## config.mk

```make
export PLATFORM = sky130hd
export DESIGN_NAME = xor_lfsr_gen
export DESIGN_NICKNAME = d
export VERILOG_FILES = /design/src/rtl/xor_lfsr_gen.sv
export SDC_FILE = /design/constraint.sdc
export NUM_CORES = 1
export LEC_CHECK = 0
export ABC_AREA = 1
export BUFFER_PORTS_ARGS = -buffer_cell sky130_fd_sc_hd__clkbuf_2
export CAP_MARGIN = 30
export CORE_MARGIN = 1
export CORE_UTILIZATION = 30
export DETAILED_ROUTE_END_ITERATION = 8
export PLACE_DENSITY = 0.53
export SETUP_SLACK_MARGIN = 0.4
export SLEW_MARGIN = 20
export SYNTH_ARGS = -nofsm -noshare
export SYNTH_HDL_FRONTEND = slang
export SYNTH_SLANG_ARGS = --single-unit
```

## constraint.sdc

```tcl
create_clock -name clk -period 1 [get_ports clk]
set_input_delay 0 -clock clk [delete_from_list [all_inputs] [get_ports clk]]
set_output_delay 0 -clock clk [all_outputs]
set_load 0.03 [all_outputs]
```

## src/rtl/xor_lfsr_gen.sv

```systemverilog
// Parametrised Galois LFSR with free-run PRBS and serial data-in (CRC/scrambler) modes.
// Optional all-zero lockup recovery enabled by defining LFSR_LOCKUP_RECOVER_EN.
module xor_lfsr_gen #(
  parameter int unsigned      WIDTH = 8,
  parameter logic [WIDTH-1:0] TAPS  = 8'hB8,
  parameter logic [WIDTH-1:0] SEED  = 8'h01
) (
  input  logic             clk,
  input  logic             rst,
  input  logic             en,
  input  logic             load,
  input  logic [WIDTH-1:0] seed_in,
  input  logic             mode,
  input  logic             din,
  output logic [WIDTH-1:0] state,
  output logic             dout,
  output logic [WIDTH-1:0] cnt,
  output logic             wrap,
  output logic             lockup
);

  logic [WIDTH-1:0] r_state;
  logic [WIDTH-1:0] r_cnt;
  logic             r_wrap;
  logic             w_fb;
  logic [WIDTH-1:0] w_next;
  logic             w_at_seed;

  // Galois right-shift step; din only enters the feedback in data-in mode
  assign w_fb      = r_state[0] ^ (mode & din);
  assign w_next    = (r_state >> 1) ^ (w_fb ? TAPS : '0);
  assign w_at_seed = (w_next == SEED);

`ifdef LFSR_LOCKUP_RECOVER_EN
  logic r_lockup;
  logic w_stuck;

  assign w_stuck = (r_state == '0) && !mode;

  always_ff @(posedge clk) begin
    if (rst) begin
      r_state  <= SEED;
      r_cnt    <= '0;
      r_wrap   <= 1'b0;
      r_lockup <= 1'b0;
    end else if (load) begin
      r_state  <= seed_in;
      r_cnt    <= '0;
      r_wrap   <= 1'b0;
      r_lockup <= 1'b0;
    end else if (en) begin
      if (w_stuck) begin
        // Free-run from all-zero would never leave; restart the sequence instead
        r_state  <= SEED;
        r_cnt    <= '0;
        r_wrap   <= 1'b0;
        r_lockup <= 1'b1;
      end else begin
        r_state  <= w_next;
        r_cnt    <= w_at_seed ? '0 : r_cnt + WIDTH'(1);
        r_wrap   <= w_at_seed;
        r_lockup <= 1'b0;
      end
    end else begin
      r_wrap   <= 1'b0;
      r_lockup <= 1'b0;
    end
  end

  assign lockup = r_lockup;
`else
  always_ff @(posedge clk) begin
    if (rst) begin
      r_state <= SEED;
      r_cnt   <= '0;
      r_wrap  <= 1'b0;
    end else if (load) begin
      r_state <= seed_in;
      r_cnt   <= '0;
      r_wrap  <= 1'b0;
    end else if (en) begin
      r_state <= w_next;
      r_cnt   <= w_at_seed ? '0 : r_cnt + WIDTH'(1);
      r_wrap  <= w_at_seed;
    end else begin
      r_wrap  <= 1'b0;
    end
  end

  assign lockup = 1'b0;
`endif

  assign state = r_state;
  assign dout  = r_state[0];
  assign cnt   = r_cnt;
  assign wrap  = r_wrap;

endmodule

```

==> results of run 1 <==
[what timing repair did]
| item | 4_1_cts | 5_1_grt |
|---|---|---|
| setup buffers | 2 | 0 |
| hold endpoints to repair | 5 | 5 |
| gates resized for setup | 62 | 27 |
| setup endpoints to repair | 35 | 35 |
| pin swaps | 12 | 7 |
[layout make-up]
type,instances,area share [%]
Clock buffer,3,1.35
Tap cell,31,2.33
Clock inverter,1,0.301
Multi-Input combinational cell,80,34.9
Inverter,24,5.72
Timing Repair Buffer,54,32.3
Sequential cell,17,23.1
[routing by layer]
metal / part of all wire [%] / vias to the layer above / global-route usage (%)
li1: - / 500 / -
met1: 45 / 433 / 19.8
met2: 48 / 28 / 25.6
met3: 5.5 / 4 / 4.76
met4: 1.5 / 0 / 4.53
met5: 0 / - / 0
[kinds of logic after synthesis]
group	Yosys count	synth area share, %
AO/OA/AOI/OAI	17	11.9
XOR/XNOR	3	2.84
adder cells (fa/ha/maj)	1	1.35
buffers and inverters	28	13.4
flip-flops	17	36.8
other	1	0.406
AND/OR/NAND/NOR	58	33.3
[sequential cells by signal, indices dropped and copies added, names as in the netlist]
name   count
cnt        8
wrap       1
state      8
[cells in the final DEF (no fill, tap or decap), drive strengths merged]
cell and n:
a21oi 4, a22oi 6, a31oi 1, buf 38, clkbuf 19, clkinv 1, conb 1, dfxtp 17
ha 1, inv 24, nand2 27, nand3 8, nand3b 1, nand4 1, nor2 18, nor3 3
o211ai 1, o21ai 4, o21bai 1, xnor2 1, xor2 2
[worst max path at each step]
stage                     startpoint  slack [ns]             endpoint  cells past startpoint
2_1_floorplan    cnt[2]$_SDFFE_PP0P_       -0.12  cnt[7]$_SDFFE_PP0P_                      7
3_3_place_gp     cnt[0]$_SDFFE_PP0P_       -0.09  cnt[6]$_SDFFE_PP0P_                      7
3_5_place_dp     cnt[0]$_SDFFE_PP0P_       -0.11  cnt[6]$_SDFFE_PP0P_                      7
4_1_cts          cnt[0]$_SDFFE_PP0P_       -0.13  cnt[6]$_SDFFE_PP0P_                      7
5_1_grt        state[0]$_SDFFE_PP1P_       -0.19  cnt[0]$_SDFFE_PP0P_                      7
6_report       state[0]$_SDFFE_PP1P_       -0.10  cnt[0]$_SDFFE_PP0P_                      7
[critical path: stages (launching register included)]
cell      delay [ns]
dfxtp_4         0.38
inv_4           0.06
nand3_4         0.07
nand3b_1        0.16
inv_1           0.07
nand2_2         0.08
nand2_4         0.09
nor3_2          0.12
[metrics by stage]
step | power (mW) | setup TNS, ns
6_report | 1.59 | -0.709
5_1_grt | 1.69 | -1.58
4_1_cts | 1.57 | -0.677
3_5_place_dp | 1.09 | -0.551
3_3_place_gp | 1.08 | -0.346
2_1_floorplan | 0.944 | -0.300
[power by group]
part	internal, mW	switching (mW)
clock network	0.149	0.220
logic	0.242	0.256
registers	0.694	0.0288
total	1.08	0.505
==> out/metrics.csv, run 1 <==
stage,metric,value,unit
run_status,status,finished with violations,
run_status,violated checks,"design-rule violations, negative hold slack, negative setup slack",
placed_design,global placement routability congestion,0.787,
setup_path,R2R depth,7,
setup_path,CP required,1.21,ns
routing,WL/cell,11.5,um
placed_design,area post-placement,0.00131,mm2
global_routing,largest net degree at the start of global routing,11,
placed_design,post-DP HPWL,1.75,mm
routing,Residual DRC,2,
routing,via count,965,
global_routing,Overflow after GRT,0,
pwr,Leakage,0.740,nW
cells_and_area,FF+latch area,384,um2
setup_path,"Worst Path Class, Setup",reg -> reg,
routing,Post-Route WL,2.41,mm
min_path,Min-Delay Endpoint,state[4]$_SDFFE_PP0P_,
setup_path,CP Capture Type,flop,
sta,RSZ-0062 raised after global routing,true,
logic_synthesis,#FFs+latches synth,17,
logic_synthesis,most common cell in the netlist,nand2_1,
job,maxcap violations,0,
clock_tree,"Clk Latency, worst-skew pair",0.29,ns
cells_and_area,# nets final,195,
logic_synthesis,Synth top area share,36.8,%
cells_and_area,Finished Layout Cells,210,
routing,TritonRoute pass-1 iters,8,
placed_design,port bufs,31,
routing,routed vias/inst,4.60,
global_routing,initial antenna violation count,0,
logic_synthesis,Yosys warning count,0,
setup_path,Crit Path Max Fanout,6,
pwr,pwr/cell area,956,mW/mm2
floorplan,chip width,57.5,um
setup_path,r2r setup slk,-0.10,ns
clock_tree,CTS buffer count,3,
floorplan,die area,0.00331,mm2
logic_synthesis,sequential area share after synthesis,36.8,%
min_path,hold_sp,rst,
floorplan,boundary pin count,33,
setup_path,reg2reg end,cnt[0]$_SDFFE_PP0P_,
logic_synthesis,largest cells by area after synthesis,"dfxtp_1, nand2_1, inv_1",
clock_tree,clk slew on worst S/H paths,0.10,ns
min_path,Hold Crit Depth,2,
clock_tree,H-tree depth,1,
cells_and_area,Final Util,58.8,%
sta,Setup Skew,0.00356,ns
logic_synthesis,area of the mapped netlist,925,um2
logic_synthesis,Post-synth EDFFs,0,
routing,Initial DRC Count,34,
sta,hold_ws,-0.0335,ns
sta,post-route clock period utilization,110,%
sta,final hold violations,5,
global_routing,vias in the first global route,924,
clock_tree,Clock Tree Root,clkbuf_4,
logic_synthesis,cell taking the most area after synthesis,dfxtp_1,
floorplan,cell row count,19,
setup_path,CP arrival,1.32,ns
logic_synthesis,most instantiated cells after synthesis,"nand2_1, inv_1, dfxtp_1, nor2_1",
floorplan,core area,0.00283,mm2
sta,Setup-failing EPs final,10,
clock_tree,Clock Sinks,17,
global_routing,Total Routing Usage GR,15.7,%
floorplan,Starting Density,32.7,%
logic_synthesis,Synth Flop Type,dfxtp_1,
sta,Final Max Tran Viols,0,
sta,min Tclk post-route,1.10,ns
sta,final worst slack,-0.104,ns
placed_design,dpl ws,-0.112,ns
cells_and_area,FILL cells,288,
cells_and_area,area grow syn2layout,79.8,%
global_routing,first-pass GRT wire length,3.97,mm
floorplan,Die Height,57.5,um
clock_tree,CTS tree,yes,
cells_and_area,area of the multi-input gates,581,um2
min_path,Hold Path Class,in -> reg,
pwr,Worst VDD drop,0.629,mV
routing,post-route ant nets,0,
cells_and_area,ANT cells,0,
cells_and_area,Post-Layout Inst Area,0.00166,mm2
cells_and_area,layout cell share with drive strength beyond 1,64.2,%
setup_path,Worst Setup Start Kind,flop,
setup_path,worst reg2reg path startpoint,state[0]$_SDFFE_PP1P_,
logic_synthesis,"FFs w/ async S/R, synth",0,%
logic_synthesis,Post-Syn Nets,140,
logic_synthesis,post-synthesis instance total,125,
logic_synthesis,Netlist cell types,27,
logic_synthesis,Avg Inst Size Synth,7.40,um2
placed_design,placed cells,204,
sta,Max Freq,0.906,GHz
clock_tree,clk buf depth,2,
Power figures use the tool's default switching activity.
==> inputs of run 2 (changes only) <==
--- a/config.mk
+++ b/config.mk
@@ -5,10 +5,8 @@
 export SDC_FILE = /design/constraint.sdc
 export NUM_CORES = 1
 export LEC_CHECK = 0
-export ABC_AREA = 1
 export BUFFER_PORTS_ARGS = -buffer_cell sky130_fd_sc_hd__clkbuf_2
 export CAP_MARGIN = 30
-export CORE_MARGIN = 1
 export CORE_UTILIZATION = 30
 export DETAILED_ROUTE_END_ITERATION = 8
 export PLACE_DENSITY = 0.53
==> run 2 against run 1 <==
The run ends with negative hold slack, negative setup slack left; via count grew 3.9%; synthesized cell count shrank 20%; clock power is essentially flat; highest routed layer unchanged; maximum frequency shrank 29%; combinational power grew 13%; register-to-register slack lost 0.44 ns; non-clock buffer count grew 18; critical path type unchanged.
==> out/metrics.csv, run 2 <==
stage,metric,value,unit,change
routing,routed vias/inst,5.04,,+9.7%
routing,Residual DRC,0,,-2
routing,TritonRoute pass-1 iters,4,,-4
clock_tree,clk slew on worst S/H paths,0.10,ns,about the same
pwr,post-layout power,1.65,mW,+4.0%
clock_tree,Clock Tree Root,clkbuf_4,,
setup_path,worst reg2reg path startpoint,state[7]$_SDFFE_PP0P_,,
cells_and_area,Post-Layout Inst Area,0.00179,mm2,+7.5%
placed_design,placed cells,185,,-9.3%
pwr,Worst VDD drop,0.683,mV,+8.5%
cells_and_area,ANT cells,0,,unchanged
clock_tree,Clock Sinks,17,,unchanged
placed_design,area post-placement,0.00134,mm2,+2.9%
min_path,Hold Path Class,in -> reg,,
job,maxcap violations,0,,unchanged
setup_path,"Worst Path Class, Setup",reg -> reg,,
setup_path,Worst Setup Start Kind,flop,,
clock_tree,clk buf depth,2,,unchanged
clock_tree,CTS tree,yes,,
sta,post-route clock period utilization,155,%,+44 points
logic_synthesis,Synth Flop Type,dfxtp_1,,
placed_design,post-DP HPWL,1.78,mm,+1.4%
sta,hold_ws,-0.0644,ns,-0.0310 ns
logic_synthesis,post-synthesis instance total,100,,-20%
cells_and_area,area grow syn2layout,100,%,
sta,final hold violations,1,,-4
floorplan,Die Height,56.5,um,-1.7%
global_routing,first-pass GRT wire length,4.50,mm,+13%
logic_synthesis,largest cells by area after synthesis,"dfxtp_1, nor3_1, mux2_2",,
global_routing,largest net degree at the start of global routing,13,,+2
setup_path,CP Capture Type,flop,,
logic_synthesis,most common cell in the netlist,dfxtp_1,,
sta,final worst slack,-0.548,ns,-0.444 ns
logic_synthesis,Post-Syn Nets,115,,-18%
global_routing,Total Routing Usage GR,18.7,%,+3.0 points
logic_synthesis,Yosys warning count,0,,unchanged
clock_tree,Hold Buf Count CTS,4,,
logic_synthesis,Synth top area share,38.1,%,+1.3 points
logic_synthesis,area of the mapped netlist,892,um2,-3.5%
cells_and_area,# nets final,184,,-5.6%
setup_path,cells along the critical path,or4b_4 -> nor4_4 -> buf_6 -> a211oi_1,,
clock_tree,"Clk Latency, worst-skew pair",0.29,ns,about the same
floorplan,Starting Density,32.1,%,-0.61 points
routing,WL/cell,13.7,um,+19%
logic_synthesis,#FFs+latches synth,17,,unchanged
setup_path,crit path launch,state[7]$_SDFFE_PP0P_,,
sta,Max Freq,0.646,GHz,-29%
floorplan,core area,0.00278,mm2,-1.7%
run_status,status,finished with violations,,
sta,Setup Skew,0.00163,ns,-0.00193 ns
logic_synthesis,cell taking the most area after synthesis,dfxtp_1,,
routing,post-route ant nets,0,,unchanged
setup_path,"CP delay by family, top",simple AND/OR/NAND/NOR gates,,
placed_design,dpl ws,-0.519,ns,-0.406 ns
floorplan,cell row count,19,,unchanged
logic_synthesis,sequential area share after synthesis,38.1,%,+1.3 points
logic_synthesis,Post-synth EDFFs,0,,unchanged
setup_path,Worst path max stage delay,0.54,ns,+0.16 ns
pwr,pwr/cell area,924,mW/mm2,-3.3%
setup_path,Crit Path Max Fanout,8,,+2
floorplan,chip width,56.5,um,-1.7%
logic_synthesis,Avg Inst Size Synth,8.92,um2,+21%
sta,Final Max Tran Viols,0,,unchanged
setup_path,CP arrival,1.72,ns,+0.40 ns
setup_path,"Slowest-stage cell, CP",or4b_4,,
placed_design,global placement routability congestion,0.770,,-2.1%
clock_tree,CTS buffer count,3,,unchanged
min_path,hold_sp,seed_in[0],,
cells_and_area,layout cell share with drive strength beyond 1,64.9,%,+0.64 points
routing,Initial DRC Count,14,,-59%
global_routing,Overflow after GRT,0,,unchanged
logic_synthesis,Netlist cell types,35,,+30%
sta,Fin Setup TNS,-6.56,ns,-5.85 ns
pwr,Leakage,0.772,nW,+4.4%
run_status,violated checks,"negative hold slack, negative setup slack",,
logic_synthesis,most instantiated cells after synthesis,"dfxtp_1, nor3_1, nand2_1",,
clock_tree,H-tree depth,1,,unchanged
floorplan,boundary pin count,33,,unchanged
sta,Setup-failing EPs final,18,,+8
setup_path,CP required,1.18,ns,-0.03 ns
sta,min Tclk post-route,1.55,ns,+0.444 ns
placed_design,port bufs,31,,unchanged
routing,Post-Route WL,2.72,mm,+13%
cells_and_area,most frequent cells in the layout,"buf_6, buf_8, buf_4, clkbuf_2, nor3_1",,
routing,via count,1003,,+3.9%
global_routing,vias in the first global route,1003,,+8.5%
floorplan,die area,0.00320,mm2,-3.4%
global_routing,initial antenna violation count,0,,unchanged
cells_and_area,"most common cell after layout, fill and taps aside",buf_6,,
cells_and_area,Finished Layout Cells,199,,-5.2%
setup_path,Buf/Inv on CP,1,,-1
logic_synthesis,"FFs w/ async S/R, synth",0,%,unchanged
sta,RSZ-0062 raised after global routing,true,,
run 2: path summary, 6_finish.rpt:
check / end / slack (ns) / cells after the start
worst min register to register: cnt[7]$_SDFFE_PP0P_ / 0.55 / 2
worst min-delay path: state[0]$_SDFFE_PP1P_ / -0.06 / 3
worst max register to register: cnt[6]$_SDFFE_PP0P_ / -0.55 / 4
worst max-delay path: cnt[6]$_SDFFE_PP0P_ / -0.55 / 4
run 2: where the power goes:
group          switching (mW)  internal, mW
clock                   0.215         0.155
combinational           0.242         0.322
sequential             0.0223         0.697
total                   0.479          1.17
run 2: per-layer routing:
layer | wire length (um) | part of all wire (%) | track usage, % | vias up
met1 | 1170 | 43 | 22.3 | 478
met3 | 81 | 3.0 | 3.46 | 4
li1 | - | - | - | 502
met5 | 0 | 0 | 0 | -
met4 | 42 | 1.5 | 9.41 | 0
met2 | 1440 | 53 | 31.8 | 19
run 2: tightest hold or removal path, delay by kind of cell:
kind | cells | cell delay [ns]
buffers and inverters | 1 | 0.08
multiplexers | 1 | 0.06
AND/OR/NAND/NOR | 1 | 0.06
run 2: timing repair:
action,CTS,global route
setup buffers,2,4
resized for setup,69,31
setup endpoints to repair,35,35
pin swaps,4,1
endpoints found under the hold margin,5,1
run 2: kinds of logic (layout without fill, tap and decap cells):
kind of cell / Yosys count / after routing / synth area share (%)
flip-flops: 17 / 17 / 38.1
buffers and inverters: 9 / 77 / 5.05
AO/OA/AOI/OAI: 14 / 14 / 10.5
adder cells (fa/ha/maj): 1 / 1 / 1.40
other: 1 / 1 / 0.420
multiplexers: 6 / 6 / 7.29
AND/OR/NAND/NOR: 48 / 48 / 33.2
XOR/XNOR: 4 / 4 / 3.93
run 2: layout make-up:
class | count | area, um2
Fill cell | 224 | 993
Clock buffer | 4 | 26.3
Tap cell | 31 | 38.8
Inverter | 1 | 3.75
Timing Repair Buffer | 72 | 743
Multi-Input combinational cell | 74 | 592
Sequential cell | 17 | 384
run 2: per-stage QoR:
stage | hold slack [ns] | utilization (%)
6_report | -0.0644 | 64.3
4_1_cts | -0.0813 | 60.9
3_3_place_gp | 0.220 | 48.3
5_1_grt | -0.0440 | 64.3
3_5_place_dp | 0.226 | 48.3
2_1_floorplan | 0.126 | -
